--- src/rtl/vga_timing_gen_pkg.sv ---
// Shared 640x480@60 timing constants and helpers for the VGA timing generator and its callers.
package vga_timing_gen_pkg;

  localparam int unsigned VGA_H_ACTIVE = 640;
  localparam int unsigned VGA_H_FP     = 16;
  localparam int unsigned VGA_H_SYNC   = 96;
  localparam int unsigned VGA_H_BP     = 48;

  localparam int unsigned VGA_V_ACTIVE = 480;
  localparam int unsigned VGA_V_FP     = 10;
  localparam int unsigned VGA_V_SYNC   = 2;
  localparam int unsigned VGA_V_BP     = 33;

  localparam bit VGA_HSYNC_POL = 1'b0;
  localparam bit VGA_VSYNC_POL = 1'b0;

  localparam int unsigned VGA_CW = 10;

  function automatic int unsigned axis_total(input int unsigned active, input int unsigned fp,
                                             input int unsigned sync, input int unsigned bp);
    return active + fp + sync + bp;
  endfunction

endpackage

--- src/rtl/vga_axis_counter.sv ---
// One timing axis: wrapping counter with registered count, active and sync flags decoded
// from the value the counter is moving to.
module vga_axis_counter
  import vga_timing_gen_pkg::*;
#(
  parameter int unsigned ACTIVE = VGA_H_ACTIVE,
  parameter int unsigned FP     = VGA_H_FP,
  parameter int unsigned SYNC   = VGA_H_SYNC,
  parameter int unsigned BP     = VGA_H_BP,
  parameter bit          POL    = VGA_HSYNC_POL,
  parameter int unsigned CW     = VGA_CW
) (
  input  logic          clk,
  input  logic          rst,
  input  logic          advance,
  output logic [CW-1:0] count,
  output logic          wrap,
  output logic          active,
  output logic          sync
);

  localparam int unsigned TOTAL = axis_total(ACTIVE, FP, SYNC, BP);

  if (ACTIVE == 0 || FP == 0 || SYNC == 0 || BP == 0) begin : g_bad_width
    $error("vga_axis_counter: ACTIVE, FP, SYNC and BP must all be non-zero");
  end
  if (CW == 0 || ((TOTAL - 1) >> CW) != 0) begin : g_bad_cw
    $error("vga_axis_counter: TOTAL-1 does not fit in CW bits");
  end

  localparam logic [CW-1:0] LAST    = CW'(TOTAL - 1);
  localparam logic [CW-1:0] ACT_END = CW'(ACTIVE);
  localparam logic [CW-1:0] SYNC_LO = CW'(ACTIVE + FP);
  localparam logic [CW-1:0] SYNC_HI = CW'(ACTIVE + FP + SYNC);

  logic [CW-1:0] cnt;
  logic [CW-1:0] cnt_nxt;

  // The internal counter parks at LAST in reset so the first advance lands on 0,
  // while the visible count reads 0 throughout reset.
  assign wrap = (cnt == LAST);

  always_comb begin
    cnt_nxt = wrap ? '0 : cnt + CW'(1);
  end

  always_ff @(posedge clk) begin
    if (!rst) begin
      cnt    <= LAST;
      count  <= '0;
      active <= 1'b0;
      sync   <= ~POL;
    end else if (advance) begin
      cnt    <= cnt_nxt;
      count  <= cnt_nxt;
      active <= (cnt_nxt < ACT_END);
      sync   <= (cnt_nxt >= SYNC_LO && cnt_nxt < SYNC_HI) ? POL : ~POL;
    end
  end

endmodule

--- src/rtl/vga_timing_gen.sv ---
// VGA timing generator: horizontal and vertical axis counters plus line/frame pulses.
// Optional line-match interrupt enabled by defining VGA_TIMING_LINE_IRQ_EN.
module vga_timing_gen
  import vga_timing_gen_pkg::*;
#(
  parameter int unsigned H_ACTIVE  = VGA_H_ACTIVE,
  parameter int unsigned H_FP      = VGA_H_FP,
  parameter int unsigned H_SYNC    = VGA_H_SYNC,
  parameter int unsigned H_BP      = VGA_H_BP,
  parameter int unsigned V_ACTIVE  = VGA_V_ACTIVE,
  parameter int unsigned V_FP      = VGA_V_FP,
  parameter int unsigned V_SYNC    = VGA_V_SYNC,
  parameter int unsigned V_BP      = VGA_V_BP,
  parameter bit          HSYNC_POL = VGA_HSYNC_POL,
  parameter bit          VSYNC_POL = VGA_VSYNC_POL,
  parameter int unsigned CW        = VGA_CW
) (
  input  logic          clk,
  input  logic          rst,
  input  logic          clk_pixel,
  output logic          hsync,
  output logic          vsync,
  output logic          de,
  output logic [CW-1:0] x,
  output logic [CW-1:0] y,
  output logic          line_start,
  output logic          frame_start
`ifdef VGA_TIMING_LINE_IRQ_EN
  ,
  input  logic [CW-1:0] irq_line,
  output logic          line_irq
`endif
);

  logic h_wrap, v_wrap;
  logic h_active, v_active;
  logic v_advance;

  assign v_advance = clk_pixel & h_wrap;

  vga_axis_counter #(
    .ACTIVE (H_ACTIVE),
    .FP     (H_FP),
    .SYNC   (H_SYNC),
    .BP     (H_BP),
    .POL    (HSYNC_POL),
    .CW     (CW)
  ) u_h_axis (
    .clk     (clk),
    .rst     (rst),
    .advance (clk_pixel),
    .count   (x),
    .wrap    (h_wrap),
    .active  (h_active),
    .sync    (hsync)
  );

  vga_axis_counter #(
    .ACTIVE (V_ACTIVE),
    .FP     (V_FP),
    .SYNC   (V_SYNC),
    .BP     (V_BP),
    .POL    (VSYNC_POL),
    .CW     (CW)
  ) u_v_axis (
    .clk     (clk),
    .rst     (rst),
    .advance (v_advance),
    .count   (y),
    .wrap    (v_wrap),
    .active  (v_active),
    .sync    (vsync)
  );

  // Both flags are flops updated on the same edge, so de tracks the new count directly.
  assign de = h_active & v_active;

  always_ff @(posedge clk) begin
    if (!rst) begin
      line_start  <= 1'b0;
      frame_start <= 1'b0;
    end else begin
      line_start  <= v_advance;
      frame_start <= v_advance & v_wrap;
    end
  end

`ifdef VGA_TIMING_LINE_IRQ_EN
  logic [CW-1:0] y_new;

  // y still reads 0 right after reset while the counter is parked, but v_wrap is set
  // then, so the incoming line number is still correct.
  always_comb begin
    y_new = v_wrap ? '0 : y + CW'(1);
  end

  always_ff @(posedge clk) begin
    if (!rst) begin
      line_irq <= 1'b0;
    end else begin
      line_irq <= v_advance & (y_new == irq_line);
    end
  end
`endif

endmodule

--- config.mk ---
export PLATFORM = sky130hd
export DESIGN_NAME = vga_timing_gen
export DESIGN_NICKNAME = d
export VERILOG_FILES = /design/src/rtl/vga_timing_gen_pkg.sv /design/src/rtl/vga_axis_counter.sv /design/src/rtl/vga_timing_gen.sv
export SDC_FILE = /design/constraint.sdc
export NUM_CORES = 1
export LEC_CHECK = 0
export ABC_AREA = 1
export CELL_PAD_IN_SITES_DETAIL_PLACEMENT = 0
export CELL_PAD_IN_SITES_GLOBAL_PLACEMENT = 1
export CORE_MARGIN = 4
export CORE_UTILIZATION = 41
export DETAILED_ROUTE_END_ITERATION = 6
export PLACE_DENSITY_LB_ADDON = 0.2
export SYNTH_ARGS = -nofsm -noshare
export SYNTH_HDL_FRONTEND = slang
export SYNTH_HIERARCHICAL = 1
export SYNTH_SLANG_ARGS = --single-unit
--- constraint.sdc ---
create_clock -name clk -period 3.2 [get_ports clk]
set_input_delay 0.96 -clock clk [delete_from_list [all_inputs] [get_ports clk]]
set_output_delay 0.96 -clock clk [all_outputs]
set_load 0.01 [all_outputs]
# Yosys cells after proc, flatten, opt, wreduce, memory -nomap -nowiden
# Cells that the tools add are included.
# totals
ff_bits	46
input_bits	3
word_cells	29
# classes
addsub	2
n_lt_le_gt_ge	6
n_eq_ne	2
n_mux	4
bitwise_logic	3
reduce_logical	2
# ops
operator	n
adder 10 x 1 -> 10 bit, second input constant	2
== test 10 bit, second input constant	2
< comparator 10 bit, second input constant	2
< comparator 10 x 9 -> 1 bit, second input constant	2
two-way mux 10 bit	2
greater-or-equal comparator 10 bit, second input constant	1
greater-or-equal comparator 10 x 9 -> 1 bit, second input constant	1
AND 1 bit	3
logical AND 1 bit	2
two-way mux 1 bit	2

# Longest topological paths before layout
# Gate-level depths: netlist of the first run.
# depth
ltp_word	5
ltp_mapped	12
mapped_depth_nobuf	12

# Cells and area by module
# The synthesis of the first run kept the hierarchy.
# modules_own_cells
mod	n_inst	cells_each	area_per_inst_um2
vga_axis_counter (u_h_axis)	1	128	954.7
vga_axis_counter (u_v_axis)	1	143	925.9
vga_timing_gen	1	10	78.8

# Least setup slack after synthesis of the first run
# No wires, ideal clock.
# synth_timing
path_type	reg2reg
startpoint	register u_h_axis.cnt[0]
endpoint	register u_v_axis.count[0]
arrival_ps	1691
required_time_ps	3080
path_slack_ps	1390
path_stages_with_launch	11
path_buffers	0
period_less_slack_ps	1810
cell_sequence	dfxtp_1 ha_1 nand2_2 nor2_8 inv_2 nor3_1 nand2_1 inv_1 clkinv_1 o21ai_0 a21oi_1
# synth_between
elab_chain_len	2
# synth_lines
item	line	text
from (decl)	vga_axis_counter.sv:36	logic [CW-1:0] cnt;
from (signal assigned)	vga_axis_counter.sv:54	cnt <= cnt_nxt;
== test 10 bit	vga_axis_counter.sv:41	assign wrap = (cnt == LAST);
named net h_wrap	vga_timing_gen.sv:35	logic h_wrap, v_wrap;
AND 1 bit	vga_timing_gen.sv:39	assign v_advance = clk_pixel & h_wrap;
named net v_advance	vga_timing_gen.sv:37	logic v_advance;
to (signal assigned)	vga_axis_counter.sv:55	count <= cnt_nxt;
to (decl)	vga_axis_counter.sv:16	output logic [CW-1:0] count,
# The timed path passes the listed nets, and every way through them passes these cells.
# A chain may end at the register's enable or synchronous reset.

# Final worst setup path of the first run
# Same ends and word-level chain as after synthesis.

==> results by group, run 1 <==
Setup path
  • Peak fanout along the critical path: 15
  • Nature of the critical path startpoint: flip-flop
  • Crit end category: flip-flop
  • CP arrival: roughly 2.5 ns
  • Worst Path Required: about 3.4 ns
  • Max incr delay on CP: 0.38 ns
  • CP cell instances: ha_1 -> nand2_2 -> nor2_8 -> inv_2 -> nor3_1 -> nand2_1 -> inv_1 -> clkinv_1 -> o21ai_0 -> a21oi_1
  • Worst Setup Path Type: reg -> reg
  • Slowest CP cell: dfxtp_1

Global route
  • Gr usage total: between 15 and 20%
  • First-pass GRT wire length: ~7.4 mm
  • Largest net degree at the start of global routing: 21
  • GR Overflow Total: 0
  • Initial antenna violation count: 0
  • Vias in the first global route: around 1600

Drt
  • DR DRC count: 0
  • Vias per std cell: 4.89
  • Final wirelength: 4.22 mm
  • Pre-antenna DRT Iters: 4
  • Via count: 1737
  • Routed len/inst: approximately 12 um
  • DRT antenna net count: 0
  • Initial DRC count: between 60 and 70

Run
  • Max-Cap Viols: 0

Clocking
  • Root Buffer: clkbuf_8
  • CTS tree: yes
  • Clock net sink count: 36
  • Post-CTS Hold Buffers: 0
  • Num CTS Buffers: 5
  • Post-cts sizing count: 0
  • Post-CTS setup buffers: 0
  • H-Tree Depth: 2
  • Clock buffer depth: 2
  • Skew-Pair Late Insertion Delay: 0.28 ns
  • CTS clk-pin slew, worst paths: 0.07 ns

Final layout
  • Synth-to-Final Area Change: 17.0%
  • Share of layout cells above drive strength 1: about a tenth
  • N_diodes: 0
  • Fill cell count: between 400 and 500
  • Multi-input logic area: just under 1000 sq um
  • Seq. cell area: 721 sq um
  • Post-route cell area: between 2000 and 2500 sq um
  • Layout Nets: 309

Synth
  • Synth area leaders: dfxtp_1 37%, nand2_1 13%, a21oi_1 6.6%, inv_1 6.3%, nand3_1 5.4%
  • #FFs+latches synth: 36
  • Synth Warn #: 6
  • Syn nets: between 200 and 300
  • Xor and xnor area share after synthesis: 0%
  • Compound-cell area share of the yosys netlist: roughly 15%
  • Synthesized area: around 2000 sq um
  • Post-synthesis mux area share: 0%
  • Sequential cell area fraction in the yosys report: between 30% and 40%
  • Area leader, netlist: dfxtp_1
  • Cells after Synth: about 280
  • Syn Area/Cell: between 6 and 7 sq um
  • Synth Area in Simple Gates: 32.7%
  • Post-Synth Adder-Cell Area: between 2 and 3%
  • Largest family of logic cells by synthesized area: simple AND/OR/NAND/NOR gates
  • Top cell type's share of synthesized area: roughly 37%
  • Post-synth cell types: 29

Power and ir drop
  • Power per cell area: 468 nW/um^2
  • Part of the power in the clock network: 31.2%
  • Leak Pwr: around 1.0 nW
  • Peak supply drop: between 0.0002 and 0.0003 V
  • Comb pwr share: 21.4%
  • Switching Share: 30.1%
  • Switch Pwr: approximately 0.32 mW
  • Power Internal: roughly 0.75 mW
  • Sequential share of power: 47.4%
  • Total power: around 1.1 mW

Place
  • # port buffers: 27
  • Area after DPL: approximately 2200 sq um
  • Placer Congestion: a little under 0.8
  • Detailed Place HPWL: about 3.2 mm
  • Pre-CTS setup slack: 0.690 ns

STA
  • Max frequency: between 400 and 500 MHz
  • Tightest Pin Transition: about 0.38 ns
  • Final setup TNS: 0 ns
  • Final Setup Violations: 0
  • Slew Viols, Final: 0
  • Final worst slack: 0.852 ns
  • RSZ-0062 raised after global routing: false
  • Relative slew slack: about three quarters
  • Period utilisation layout: approximately three quarters
  • Minimum clock period: roughly 2.3 ns
  • Fin. Hold Viols: 0
  • Skew final: around 0.0023 ns

Die
  • Horiz. Die Dim: 77.1 um
  • Cell Rows: 24
  • Starting Density: between 40% and 50%
  • Ports: 28
  • Die Y: about 77 um
  • Core area: ~4500 sq um
  • Die area: between 5000 and 6000 sq um

Status
  • Status: complete, no violations

Hold path
  • Worst hold path class: reg -> reg
[layout make-up]
class | instances | share of cell area [%]
inverters | 38 | 6.22
well taps | 52 | 2.84
flip-flops and latches | 36 | 31.4
multi-input cells | 192 | 43.0
clock inverters | 1 | 0.327
clock buffers | 7 | 3.76
repair buffers | 29 | 12.4
[final timing paths]
kind | startpoint | end | slack, ns | cells past startpoint
worst max-delay path | u_h_axis/cnt[0]$_SDFFE_PN1P_ | u_v_axis/count[0]$_SDFFE_PN0P_ | 0.85 | 10
worst min-delay path | u_h_axis/count[1]$_SDFFE_PN0P_ | u_h_axis/count[1]$_SDFFE_PN0P_ | 0.46 | 2
worst max register to register | u_h_axis/cnt[0]$_SDFFE_PN1P_ | u_v_axis/count[0]$_SDFFE_PN0P_ | 0.85 | 10
worst min register to register | u_h_axis/count[1]$_SDFFE_PN0P_ | u_h_axis/count[1]$_SDFFE_PN0P_ | 0.46 | 2
[layout by cell type, fill, tap and decap left out, drive strengths merged, types with 2 or more instances in the layout]
cell type / count
a21oi: 27
o21ai: 17
nor2: 28
clkinv: 2
nand2: 72
inv: 36
nor3: 2
clkdlybuf4s50: 27
o211ai: 7
clkbuf: 7
ha: 4
dfxtp: 36
nand4: 4
buf: 2
nand3: 27
[routing by layer]
| metal | wire length, um | up-vias | global-route usage, % |
|---|---|---|---|
| li1 | - | 943 | - |
| met1 | 1940 | 766 | 18.4 |
| met2 | 2100 | 22 | 26.1 |
| met3 | 120 | 6 | 3.40 |
| met4 | 61 | 0 | 4.80 |
| met5 | 0 | - | 0 |
[logic make-up after synthesis]
group,Yosys count
compound gates,53
fa+ha+maj,4
buf+inv,53
flops,36
simple gates,135
[through the flow]
stage	hold slack, ns	cells	utilization (%)
floorplan	0.457	281	-
global placement	0.453	347	49.2
detailed placement	0.456	347	49.2
CTS	0.467	355	51.3
global route	0.493	355	51.3
finish	0.462	355	51.3
[Yosys cell counts, drive strengths merged]
cell     n
buf     13
clkinv   2
nand3   27
inv     36
nor3     2
or2      1
dfxtp   36
ha       4
o21ai   17
clkbuf   2
a211oi   1
nor2    28
o211ai   7
nand4    4
a21oi   27
nand2   72
o21bai   1
nor3b    1
[sequential cells by signal, summed over array words and instances (netlist names)]
name / count
u_h_axis/count: 10
u_v_axis/count: 10
u_h_axis/cnt: 7
u_v_axis/cnt: 3
frame_start: 1
line_start: 1
u_h_axis/active: 1
u_h_axis/sync: 1
u_v_axis/active: 1
u_v_axis/sync: 1
[power by group through the flow]
stage / Clock (mW) / Combinational (mW) / Sequential (mW)
floorplan: 0 / 0.162 / 0.519
global placement: 0 / 0.232 / 0.519
detailed placement: 0 / 0.232 / 0.519
CTS: 0.354 / 0.233 / 0.509
global route: 0.375 / 0.258 / 0.515
finish: 0.335 / 0.230 / 0.508
[worst max-delay path: cells and delay by family (launching register included)]
kind	cells	cell delay (ns)
simple gates	4	0.67
fa+ha+maj	1	0.21
flops	1	0.38
compound gates	2	0.27
buf+inv	3	0.70
No activity file was read; power rests on OpenSTA's default activity.
==> run 2: changes to the inputs <==
Settings changed: CORE_UTILIZATION 41 to 38.
Clock period 3.2 ns to 2.45 ns, I/O delays scaled along.
==> results by group, run 2 (synthesis gave the netlist of run 1 again) <==
Die
  • Cell Rows: 25
  • Die area: about 6400 sq um
  • Die Y: around 80 um
  • Ports: 28
  • Starting Density: 40.4%
  • Horiz. Die Dim: around 80 um
  • Core area: roughly 4800 sq um

Final layout
  • Util after Layout: 48.2%
  • Fill cell count: 530
  • Leading cell type in the layout, fill and taps excluded: nand2_1
  • Layout Nets: about 310
  • Biggest regs: u_h_axis/count: 10 flops, u_v_axis/count: 10 flops, u_h_axis/cnt: 7 flops
  • Post-route cell area: around 2300 sq um
  • Synth-to-Final Area Change: 19.3%
  • Most frequent cells in the layout: 66 x nand2_1, 36 x dfxtp_1, 33 x inv_1, 27 x clkdlybuf4s50_1, 26 x a21oi_1
  • N_diodes: 0
  • Share of layout cells above drive strength 1: 11.4%

Setup path
  • CP arrival: 2.35 ns
  • Crit end category: flip-flop
  • Peak fanout along the critical path: 9
  • CP cell instances: ha_1 -> nand2_2 -> nor2_8 -> inv_2 -> nor3_1 -> nand2_1 -> inv_1 -> clkinvlp_4 -> o21ai_0 -> a21oi_1
  • Cells on worst reg2reg path: 10
  • Worst Setup Path Type: reg -> reg
  • Slowest CP cell: dfxtp_1
  • Worst Path Required: between 2 and 3 ns
  • Max incr delay on CP: 0.40 ns
  • Nature of the critical path startpoint: flip-flop

STA
  • Fin. Hold Viols: 0
  • Minimum clock period: between 2 and 2.5 ns
  • Slew Viols, Final: 0
  • Period utilisation layout: 88.8%
  • Final Setup Violations: 0
  • Tightest Pin Transition: 0.341 ns
  • Max frequency: roughly 460 MHz
  • Relative slew slack: about 77%
  • Skew final: about 0.0059 ns
  • Final setup TNS: 0 ns
  • RSZ-0062 raised after global routing: false

Clocking
  • Num CTS Buffers: 5
  • CTS clk-pin slew, worst paths: roughly 0.070 ns
  • Root Buffer: clkbuf_8
  • Skew-Pair Late Insertion Delay: 0.29 ns
  • Clock net sink count: 36
  • Post-CTS setup buffers: 0
  • CTS tree: yes
  • H-Tree Depth: 2
  • Clock buffer depth: 2

Status
  • Status: complete, no violations

Global route
  • Gr usage total: about 15%
  • GR Overflow Total: 0
  • First-pass GRT wire length: between 7 and 8 mm
  • Largest net degree at the start of global routing: 21
  • Vias in the first global route: approximately 1700
  • Initial antenna violation count: 0

Drt
  • Routed len/inst: approximately 12 um
  • Final wirelength: about 4.5 mm
  • Vias per std cell: approximately 4.8
  • Initial DRC count: between 90 and 100
  • Via count: roughly 1800
  • DRT antenna net count: 0
  • DR DRC count: 0
  • Pre-antenna DRT Iters: 4

Power and ir drop
  • Power per cell area: 606 nW/um^2
  • Leak Pwr: about 1 nW
  • Peak supply drop: 0.000276 V
  • Total power: ~1.4 mW

Place
  • # port buffers: 27
  • Placer Congestion: just over 0.8
  • Detailed Place HPWL: around 3.4 mm
  • Area after DPL: ~2200 sq um

Run
  • Max-Cap Viols: 0

Hold path
  • Worst hold path class: reg -> reg
  • WHS Path Cells: 2
[run 2: metal layers]
metal / global-route usage [%] / vias to the layer above / share of wire [%]
met1: 18.7 / 805 / 47
li1: - / 950 / -
met2: 26.0 / 29 / 49
met5: 0 / - / 0
met4: 6.59 / 0 / 1.1
met3: 3.16 / 4 / 3.3
[run 2: cell type report]
type                       count  area (sq um)  area share [%]
inverter                      38           146            6.26
clock buffer                   7          86.3            3.69
timing repair buffer          32           308            13.2
clock inverter                 1          7.51           0.321
multi-input combinational    192           986            42.2
sequential                    36           721            30.8
tap                           67          83.8            3.58
[run 2: metrics by stage]
| stage | setup WS (ns) | hold WS (ns) | cells |
|---|---|---|---|
| floorplan | 0.640 | 0.457 | 281 |
| finish | 0.274 | 0.464 | 373 |
| global placement | 0.299 | 0.452 | 365 |
| CTS | 0.262 | 0.468 | 373 |
| detailed placement | 0.287 | 0.458 | 365 |
| global route | 0.0323 | 0.489 | 373 |
[run 2: final timing paths]
kind	startpoint	slack (ns)	to
hold reg to reg	u_h_axis/count[1]$_SDFFE_PN0P_	0.46	u_h_axis/count[1]$_SDFFE_PN0P_
hold / removal	u_h_axis/count[1]$_SDFFE_PN0P_	0.46	u_h_axis/count[1]$_SDFFE_PN0P_
setup reg to reg	u_h_axis/cnt[0]$_SDFFE_PN1P_	0.27	u_v_axis/count[0]$_SDFFE_PN0P_
setup / recovery	u_h_axis/cnt[0]$_SDFFE_PN1P_	0.27	u_v_axis/count[0]$_SDFFE_PN0P_
[run 2: critical path: cells and delay by family, from the launching register on]
kind	cells	cell delay [ns]
adders and majority gates	1	0.23
AOI/OAI and AO/OA	2	0.24
buffers and inverters	3	0.55
DFF	1	0.40
and+or+nand+nor	4	0.64
[run 2: power breakdown]
group | switching, mW | internal, mW
sequential | 0.0385 | 0.626
clock | 0.213 | 0.229
combinational | 0.183 | 0.128
total | 0.435 | 0.982
[run 2: what timing repair did]
item | in CTS | in global routing
resized for setup | 0 | 1
endpoints found under the setup margin | 0 | 1
hold buffers | 0 | 0
==> run 3: changes to the inputs <==
Settings changed: ABC_AREA 1 to 0, CAP_MARGIN set to 20, CORE_UTILIZATION 38 to 41, SETUP_SLACK_MARGIN set to 0.1.
==> results by group, run 3 <==
Synth
  • Cells after Synth: ~250
  • Top cell type's share of synthesized area: 33.8%
  • Synth Warn #: 6
  • Async SR Flop Fraction: 0%
  • Area leader, netlist: dfxtp_1
  • Synthesized area: ~2100 sq um
  • Post-synth top cells: 36 x dfxtp_1, 31 x nand2_1, 17 x buf_4
  • Syn nets: about 250
  • Count leader, synth: dfxtp_1
  • Number of synthesized flops with an enable pin: 0
  • Most common flop cell mapped by yosys: dfxtp_1
  • Synth area leaders: dfxtp_1 34%, buf_4 6.0%, nand2_1 5.5%, xnor2_1 4.1%, a21boi_0 3.5%
  • Syn Area/Cell: 8.63 sq um
  • Sequential cell area fraction in the yosys report: approximately a third
  • Post-synth cell types: 58
  • #FFs+latches synth: 36

Setup path
  • Nature of the critical path startpoint: flip-flop
  • CP cell instances: clkdlybuf4s50_1
  • Peak fanout along the critical path: 10
  • Worst Setup SP: u_v_axis/count[4]$_SDFFE_PN0P_
  • Slowest CP cell: clkdlybuf4s50_1
  • Crit-path leading delay family: buffers and inverters
  • Crit end category: output pin
  • FF-to-FF Start: u_h_axis/cnt[1]$_SDFFE_PN1P_
  • Worst Path Required: between 1.5 and 2 ns
  • CP arrival: around 1.4 ns
  • Max incr delay on CP: ~0.61 ns
  • Worst Setup Path Type: reg -> out
  • Buf/Inv on CP: 1

STA
  • Slew Viols, Final: 0
  • Tightest Pin Transition: 0.399 ns
  • Final Setup Violations: 0
  • Minimum clock period: 2.18 ns
  • Period utilisation layout: roughly 89%
  • Max frequency: around 460 MHz
  • Relative slew slack: 73.4%
  • Final setup TNS: 0 ns
  • Fin. Hold Viols: 0
  • Skew final: between 0.005 and 0.006 ns
  • RSZ-0062 raised after global routing: false

Drt
  • Initial DRC count: around 130
  • Via count: between 1500 and 2000
  • DRT antenna net count: 0
  • Vias per std cell: ~5.2
  • Final wirelength: 4.57 mm
  • DR DRC count: 0
  • Pre-antenna DRT Iters: 5
  • Routed len/inst: 13.9 um

Final layout
  • Leading cell type in the layout, fill and taps excluded: dfxtp_1
  • N_diodes: 0
  • Most frequent cells in the layout: 36 x dfxtp_1, 31 x nand2_1, 27 x clkdlybuf4s50_1, 12 x nand3_1
  • Fill cell count: 494
  • Layout Nets: between 200 and 300
  • Share of layout cells above drive strength 1: between 10% and 20%
  • Biggest regs: u_h_axis/count: 10 flops, u_v_axis/count: 10 flops, u_h_axis/cnt: 7 flops
  • Synth-to-Final Area Change: 15.2%

Clocking
  • Clock net sink count: 36
  • Post-CTS Hold Buffers: 0
  • H-Tree Depth: 2
  • CTS tree: yes
  • Clock buffer depth: 2
  • Root Buffer: clkbuf_8
  • Num CTS Buffers: 5
  • CTS clk-pin slew, worst paths: about 0.07 ns
  • Skew-Pair Late Insertion Delay: around 0.28 ns

Place
  • # port buffers: 27
  • Placer Congestion: just over 0.8
  • Detailed Place HPWL: around 3.2 mm

Global route
  • GR Overflow Total: 0
  • First-pass GRT wire length: about 7.9 mm
  • Gr usage total: between 10% and 20%
  • Largest net degree at the start of global routing: 35
  • Initial antenna violation count: 0
  • Vias in the first global route: about 1600

Die
  • Horiz. Die Dim: 80.1 um
  • Core area: approximately 4900 sq um
  • Starting Density: 43.7%
  • Ports: 28
  • Die area: ~6400 sq um
  • Die Y: around 80 um
  • Cell Rows: 25

Power and ir drop
  • Power per cell area: about 600 nW/um^2
  • Peak supply drop: 0.000320 V
  • Total power: 1.47 mW
  • Leak Pwr: between 0.9 and 1 nW

Hold path
  • Worst hold path class: reg -> reg
  • Worst min-delay path startpoint: u_h_axis/count[9]$_SDFFE_PN0P_

Run
  • Max-Cap Viols: 0

Status
  • Status: complete, no violations
[run 3: cell count changes in the layout (fill, tap and decap cells not counted), sizes merged, moves of 10 or more]
cell | before | now
nand2 | 72 | 31
inv | 36 | 5
a21oi | 27 | 4
nor2 | 28 | 9
nand3 | 27 | 13
a21boi | 0 | 13
xnor2 | 0 | 10
[run 3: layout make-up]
cell class / instances / area [sq um] / area share (%)
Multi-Input combinational cell: 174 / 1180 / 47.9
Sequential cell: 36 / 721 / 29.4
Clock buffer: 8 / 90.1 / 3.67
Timing Repair Buffer: 38 / 365 / 14.9
Inverter: 5 / 18.8 / 0.765
Tap cell: 67 / 83.8 / 3.41
[run 3: worst reg2reg max path, cell delays in order (launching register included)]
cell      delay, ns
dfxtp_1        0.46
ha_1           0.21
and2_2         0.15
nand4_2        0.19
inv_1          0.17
and2_4         0.24
nand4_1        0.10
o21ai_0        0.25
a41oi_1        0.10
a21boi_0       0.20
[run 3: worst paths after layout]
check / slack (ns) / cells after the start / to
hold reg to reg: 0.47 / 2 / u_h_axis/count[9]$_SDFFE_PN0P_
setup reg to reg: 0.32 / 9 / u_v_axis/count[3]$_SDFFE_PN0P_
setup / recovery: 0.27 / 1 / y[4]
hold / removal: 0.47 / 2 / u_h_axis/count[9]$_SDFFE_PN0P_
[run 3: what timing repair did]
action | 4_1_cts | 5_1_grt
resized for setup | 0 | 1
endpoints found under the setup margin | 0 | 1
setup buffers | 0 | 0
[run 3: per-layer routing]
metal | wire length, um | up-vias | track usage (%)
li1 | - | 888 | -
met3 | 269 | 2 | 4.93
met5 | 0 | - | 0
met4 | 21 | 0 | 3.89
met1 | 2480 | 776 | 24.0
met2 | 1800 | 49 | 20.4
[run 3: logic make-up after synthesis]
kind of cell / after synthesis / synth area share, %
and+or+nand+nor: 107 / 29.7
buffers and inverters: 37 / 11.0
AOI/OAI and AO/OA: 49 / 17.3
adders and majority gates: 4 / 2.35
DFF: 36 / 33.8
xor gates and xnor gates: 14 / 5.75
[run 3: metrics by stage]
step	cell area, sq um	hold WS [ns]	cells	util, %	worst slack, ns
final	2450	0.471	328	50.3	0.273
after global routing	2450	0.495	328	50.3	0.135
after CTS	2450	0.475	328	50.3	0.231
after detailed placement	2360	0.464	320	48.4	0.262
after global placement	2360	0.464	320	48.4	0.319
after floorplan	2130	0.445	247	-	0.283
[run 3: power breakdown]
group	leakage [nW]	total (mW)	switching, mW	internal, mW
clock	0.0455	0.429	0.199	0.229
combinational	0.599	0.364	0.186	0.178
sequential	0.294	0.674	0.0465	0.627
